[config.mk]
export PLATFORM = sky130hd
export DESIGN_NAME = counter_mod
export DESIGN_NICKNAME = d
export VERILOG_FILES = /design/src/rtl/counter_mod.sv
export SDC_FILE = /design/constraint.sdc
export NUM_CORES = 1
export LEC_CHECK = 0
export ABC_AREA = 0
export CELL_PAD_IN_SITES_DETAIL_PLACEMENT = 1
export CELL_PAD_IN_SITES_GLOBAL_PLACEMENT = 2
export CORE_AREA = 2 2 39 41
export DETAILED_ROUTE_END_ITERATION = 6
export DIE_AREA = 0 0 41 43
export GPL_TIMING_DRIVEN = 0
export PLACE_DENSITY = 0.76
export SKIP_LAST_GASP = 1
export SLEW_MARGIN = 5
export SYNTH_ARGS = -nofsm -noshare
export SYNTH_HDL_FRONTEND = slang
export SYNTH_SLANG_ARGS = --single-unit
[constraint.sdc]
create_clock -name clock -period 3.4 [get_ports clock]
set_input_delay 0.68 -clock clock [delete_from_list [all_inputs] [get_ports clock]]
set_output_delay 0.68 -clock clock [all_outputs]
set_load 0.01 [all_outputs]
[src/rtl/counter_mod.sv]
// Enable-gated modulo event counter: pulses op_done for one cycle after every
// TERMINAL enabled clock cycles, pausing (without losing progress) while countEN is low.
module counter_mod #(
    parameter int WIDTH    = 8,
    parameter int TERMINAL = 5
) (
    input  logic clock,
    input  logic reset,
    input  logic countEN,
    output logic op_done
);

    // Last count value of an operation; with TERMINAL == 2**WIDTH this is all-ones,
    // so the explicit wrap coincides with natural overflow.
    localparam logic [WIDTH-1:0] LP_LAST = WIDTH'(TERMINAL - 1);

    logic [WIDTH-1:0] r_cnt;
    logic             r_op_done;
    logic             w_at_last;

    assign w_at_last = (r_cnt == LP_LAST);

    always_ff @(posedge clock or negedge reset) begin
        if (!reset) begin
            r_cnt     <= '0;
            r_op_done <= 1'b0;
        end else begin
            r_op_done <= countEN && w_at_last;
            if (countEN) begin
                if (w_at_last) begin
                    r_cnt <= '0;
                end else begin
                    r_cnt <= r_cnt + 1'b1;
                end
            end
        end
    end

    assign op_done = r_op_done;

endmodule

Word level (Yosys, flattened, before mapping). Cells that the tools add are included.

$mul: 0. Shifts and indexed selects: 0. Order comparisons: 0. Reduce and logical (&&, ||, !) cells: 1. Eq/ne operators: 1. Mux-type cells: 1. Bitwise gates (word level): 0. $add $sub $neg: 1. Div/mod/pow operators: 0.

Operators by type and width (count): adder 8 x 1 -> 8 bit (second input constant) (1); equality test 8 x 3 -> 1 bit (second input constant) (1); two-way mux 8 bit (1); logical AND 1 bit (1).

Memories kept: 0. Output and inout port bits: 1. Bits in read-only memories: 0. Logic and storage cells: 6. Latch bits: 0. Register bits after elaboration: 9. Bits in writable memories: 0. Bits of input ports: 3.

Logic depth before layout (Yosys ltp).
Word-level depth: 2. Mapped depth: 5. Mapped depth without buffers: 5.

Worst setup path before layout. No wires, ideal clock.

Kind: input to register. Start: input port countEN. End: register r_cnt[7]. Path buffers: 1. Arrival: 1253 ps. Setup time: 79 ps. Setup slack: 2068 ps. Required time: 3321 ps. Stages: 4. Path through: buf_2 > nand4_1 > nor4_2 > xor2_1.

RTL lines: start: declaration (line 9) `input logic countEN,`; end signal: assignment (line 33) `r_cnt <= r_cnt + 1'b1;`; end: declaration (line 17) `logic [WIDTH-1:0] r_cnt;`.

Worst setup path after layout.
Start: register r_op_done (netlist: op_done). End: output port op_done.

RTL lines: start: declaration (line 18) `logic r_op_done;`; start signal: assignment (line 28) `r_op_done <= countEN && w_at_last;`; end: declaration (line 10) `output logic op_done`.

No word-level cell between the ends.

==> out/metrics.cfg <==
[floorplanning]
io_pins = 4
dieArea_mm2 = 0.00176
coreArea_mm2 = 0.00138
std_cell_rows = 14
die_y_um = 43
die_w_um = 41
start_util = 0.331

[yosys]
ys_top_cells_by_area = dfrtp_1 49%, xor2_1 5.7%, ha_1 5.5%
yosysWarnings = 0
ys_seq_area_frac = 0.492
ys.flop_type = dfrtp_1
async_flop_share = 1.00
syn_area_per_cell_um2 = 11.2
postSynthCellCount = 41
yosys.area.top_type_share = 0.492
synthTopCellsByCount = 9 x dfrtp_1, 5 x nand2_1, 4 x nand4_1, 3 x xor2_1
netlist.top_cell.by_area = dfrtp_1
synth_fp_nets = 46
synth_cell_types = 20
synth.most_common_cell = dfrtp_1
synth_edf_count = 0
syn-cell-area_um2 = 458
synth_seq_cells = 9

[job]
drv_cap = 0

[place]
place.gp.congestion = 0.791
portBuffers = 3
dp.cells = 60
post-dp-hpwl_um = 621

[routing]
vias = 319
routed_via_density = 4.98
drc = 0
drt_iter0_drc = 3
routed_wl_um = 827
wl_per_cell_um = 12.9
ant_nets = 0
first_pass_iters = 2

[layout]
final_nets = 54
fin_util = 0.386
area_growth_pct = 16.7
antennaDiodeCount = 0
drive_gt1_frac = 0.167
fillers = 157
regArea_um2 = 225
finalNonFillerCells = 64
multi_input_area_um2 = 220

[clocking]
clk_path_buf_depth = 2
htreeDepth = 1
cts_setup_buffers = 0
clk_latency_ns = 0.26
cts.sinks = 9
holdBufCountCts = 0
cts_tree = built
cts-buffers-inserted = 3
clock-root-buffer = clkbuf_4
cts_resized = 0
cts.clk_slew.worst_paths_ns = 0.06

[hold_path]
hold_start = r_cnt[7]$_DFFE_PN0P_
worstHoldPathType = reg2reg

[worst_setup_path]
r2r-start = r_cnt[0]$_DFFE_PN0P_
path_delay_family = buffers and inverters
startpoint_type = flip-flop
cp_cell_sequence = clkdlybuf4s50_1
critPathLaunch = op_done$_DFF_PN0_
max_stage_delay_ns = 0.52
worst_ep_arrival_time_ns = 1.10
cp-end-kind = output port
worstPathRequired_ns = 2.72
cp_slowest_cell = clkdlybuf4s50_1
critPathMaxFanout = 1
path_class = reg2out
path_buf_inv = 1

[sta]
clock_skew_ns = 0.00189
tightestPinTransition_ns = 0.406
setup_viol = 0
fin_tns_setup_ns = 0
relSlewSlack = 0.728
hold_violations = 0
min_period_over_period = 0.523
maxSlewViolCount = 0
finalCriticalPeriod_ns = 1.78
rsz0062_at_grt = false
clock.fmax_ghz = 0.563

[grt]
grt_pass1_wl_um = 1440
grt_pass1_vias = 322
grt_usage = 0.133
grt_start_max_net_pins = 11
antenna_found_initial = 0
grt-ovfl-total = 0

[power]
irDropWorstVdd_mv = 0.252
p_per_area_mw_per_mm2 = 717
p_leak_uw = 0.000239

[run_status]
status = completed

==> flip-flops by register name, summed over array words and instances, names as in the netlist <==
signal	flops
op_done	1
r_cnt	8
==> cells in the final DEF, fill, tap and decap left out, drive strengths merged <==
master	netlist	final
o22ai	1	1
dfrtp	9	9
or2b	1	1
xnor2	1	1
ha	2	2
or2	1	1
mux2	1	1
buf	1	1
o21ai	3	3
nand4	4	4
nor4	2	2
xor2	3	3
nand4bb	1	1
and2	1	1
clkbuf	0	4
nand2	5	5
nand2b	1	1
nor2	2	2
inv	2	2
clkdlybuf4s50	0	3
==> final timing paths <==
kind | endpoint | slack [ns] | depth (start not counted)
worst max-delay path | op_done | 1.62 | 1
worst min-delay path | r_cnt[7]$_DFFE_PN0P_ | 0.46 | 1
worst max register to register | r_cnt[1]$_DFFE_PN0P_ | 1.99 | 5
worst min register to register | r_cnt[7]$_DFFE_PN0P_ | 0.46 | 1
max in group asynchronous | r_cnt[0]$_DFFE_PN0P_ | 2.40 | 1
min in group asynchronous | r_cnt[5]$_DFFE_PN0P_ | 0.71 | 1
==> area by class of cell <==
type | instances | share of cell area
Buffer | 1 | 0.00937
Clock buffer | 4 | 0.0492
Timing Repair Buffer | 3 | 0.0562
Inverter | 2 | 0.0141
Tap cell | 16 | 0.0375
Sequential cell | 9 | 0.422
Multi-Input combinational cell | 29 | 0.412
==> logic make-up after synthesis <==
logic type,count (synthesis),synth area share
XOR/XNOR,4,0.0765
flip-flops,9,0.492
adder cells (fa/ha/maj),2,0.0546
multiplexers,1,0.0246
AO/OA/AOI/OAI,4,0.0464
buffers and inverters,3,0.0273
AND/OR/NAND/NOR,18,0.279
==> per-layer routing <==
| metal | share of wire | up-vias | wire length, um | global-route usage |
|---|---|---|---|---|
| met4 | 0.041 | 0 | 34 | 0.140 |
| li1 | - | 155 | - | - |
| met1 | 0.41 | 154 | 336 | 0.162 |
| met3 | 0.041 | 4 | 34 | 0.0314 |
| met2 | 0.51 | 6 | 421 | 0.172 |
| met5 | 0 | - | 0 | 0 |
==> per-stage QoR <==
step	area, um^2	hold slack (ns)	total power [uW]	setup WS [ns]
floorplan	458	0.384	268	2.07
global placement	508	0.450	299	1.48
detailed placement	508	0.449	305	1.45
CTS	534	0.461	392	1.61
global route	534	0.478	417	1.57
finish	534	0.460	383	1.62
==> report_power, final <==
| group | internal [uW] | switching, uW | total, uW |
|---|---|---|---|
| sequential | 140 | 39.0 | 179 |
| combinational | 58.9 | 61.7 | 121 |
| clock | 45.3 | 38.3 | 83.6 |
Note: power is estimated with default switching activity, not from simulation.
==> RTL change, RTL diff (config.mk and constraints unchanged) <==
Change the parameter `WIDTH` from 8 to 12.
--- a/src/rtl/counter_mod.sv
+++ b/src/rtl/counter_mod.sv
@@ -2,5 +2,5 @@
 // TERMINAL enabled clock cycles, pausing (without losing progress) while countEN is low.
 module counter_mod #(
-    parameter int WIDTH    = 8,
+    parameter int WIDTH    = 12,
     parameter int TERMINAL = 5
 ) (
Formal check against the unedited RTL: same outputs for any inputs over 10 cycles, from zero or initial values and one cycle with reset low; that may be too few to reach the edited logic, so the function may still have changed.
==> RTL change against the unedited design <==
  * Sequential cell count is 4 higher
  * Cell count grew 27%
  * Final area grew 31%
  * Global-route usage is 4.0 points higher
  * Non-clock buffer count did not move
  * Total power increased by 5.1%
  * Synthesized area up 36%
  * Die area unchanged
  * Worst setup slack got worse by 0.028 ns
  * Wire length up 46%
  * Critical path type unchanged
==> RTL change: results (changes against the unedited design) <==
Placed design
  • Placer Congestion: 0.739 (-6.5%)
  • Post-DP HPWL: 911 µm (+47%)

Layout
  • Number of nets in the layout: 71 (+31%)
  • Flip-flop count of the largest register after layout: 12 (+4)
  • Layout cell share with drive strength beyond 1: 9.23% (-7.4 points)

Critical path
  • Critical register-to-register path endpoint: r_cnt[0]
  • Reg2reg path depth: 3 (-2)
  • R2R Path Start: r_cnt[3]
  • Worst endpoint data arrival time: 1.13 ns (+0.03 ns)

Power and ir drop
  • Combinational power share: 19.0% (-13 points)
  • NetSw: 135 µW (-3.0%)
  • Maximum VDD drop: 0.277 mV (+9.5%)

Drt
  • Total number of vias: 463 (+45%)
  • First-pass detailed-route iteration total: 3 (+1)

Timing
  • Worst-margin pin slew: 0.586 ns (+0.180 ns)
  • Highest attainable clock frequency: 554 MHz (-1.6%)
  • Setup Skew: 0.00357 ns (+0.00168 ns)

Outcome
  • Result of the run: finished, final reports clean

Global routing
  • Global-route wire length before repair: 1.98 mm (+38%)
  • Largest net degree at the start of global routing: 14 (+3)

Logic synthesis
  • Most area-consuming cells after synthesis: sky130_fd_sc_hd__dfrtp_1 52%, sky130_fd_sc_hd__xor2_1 7.0%, sky130_fd_sc_hd__xnor2_1 5.6%, sky130_fd_sc_hd__ha_1 4.0%, sky130_fd_sc_hd__nand2_1 3.0%
  • Commonest cells in the synthesized netlist: 13 x sky130_fd_sc_hd__dfrtp_1, 5 x sky130_fd_sc_hd__nand2_1, 5 x sky130_fd_sc_hd__xor2_1, 4 x sky130_fd_sc_hd__inv_1, 4 x sky130_fd_sc_hd__xnor2_1
  • Mux cell area share after synthesis: 0% (-2.5 points)

Min path
  • Hold wc startpoint: r_cnt[11]

Clock network
  • Reg clk slew, reported paths: 0.08 ns (+0.02 ns)
## RTL change: changes by cell type in the layout (fill, tap and decap cells not counted), sizes merged, moves of 2 or more
cell / unedited run / this run
a21oi: 0 / 2
dfrtp: 9 / 13
inv: 2 / 4
nand3: 0 / 2
nor3: 0 / 3
o21ai: 3 / 1
xnor2: 1 / 4
xor2: 3 / 5
## RTL change: per-stage QoR
step	cells	hold slack [ns]	power, µW
after floorplan	58	0.384	280
after CTS	81	0.487	406
after detailed placement	77	0.471	312
final	81	0.474	403
after global placement	77	0.464	302
after global routing	81	0.496	434
## RTL change: power by group through the flow
stage / Clock [µW] / Combinational [µW] / Sequential [µW]
after floorplan: 0 / 58.7 / 221
after global placement: 0 / 71.7 / 230
after detailed placement: 0 / 76.7 / 235
after CTS: 96.0 / 77.3 / 232
after global routing: 105 / 89.2 / 240
final: 93.5 / 76.6 / 232
## RTL change: cell families after synthesis
family | count (synthesis)
AND/OR/NAND/NOR | 23
flip-flops | 13
adder cells (fa/ha/maj) | 2
AO/OA/AOI/OAI | 6
XOR/XNOR | 9
buffers and inverters | 5
## RTL change: final cells by class
type,instances,area (µm²)
well taps,16,20.0
clock buffers,4,26.3
fillers,153,686
flip-flops and latches,13,325
inverters,4,15.0
multi-input cells,40,277
repair buffers,3,30.0
plain buffers,1,5.00
## RTL change: how the worst min path moves through the flow
| stage | to | cells after the start | slack [ns] |
|---|---|---|---|
| after floorplan | op_done | 0 | 0.38 |
| after global placement | r_cnt[11] | 1 | 0.46 |
| after detailed placement | r_cnt[11] | 1 | 0.47 |
| after CTS | r_cnt[11] | 1 | 0.49 |
| after global routing | r_cnt[11] | 1 | 0.50 |
| final | r_cnt[11] | 1 | 0.47 |
## RTL change: per-layer routing
| metal | global-route usage (%) | wire, µm |
|---|---|---|
| met3 | 3.14 | 30 |
| met1 | 20.5 | 515 |
| met5 | 0 | 0 |
| met2 | 27.5 | 627 |
| met4 | 10.0 | 31 |
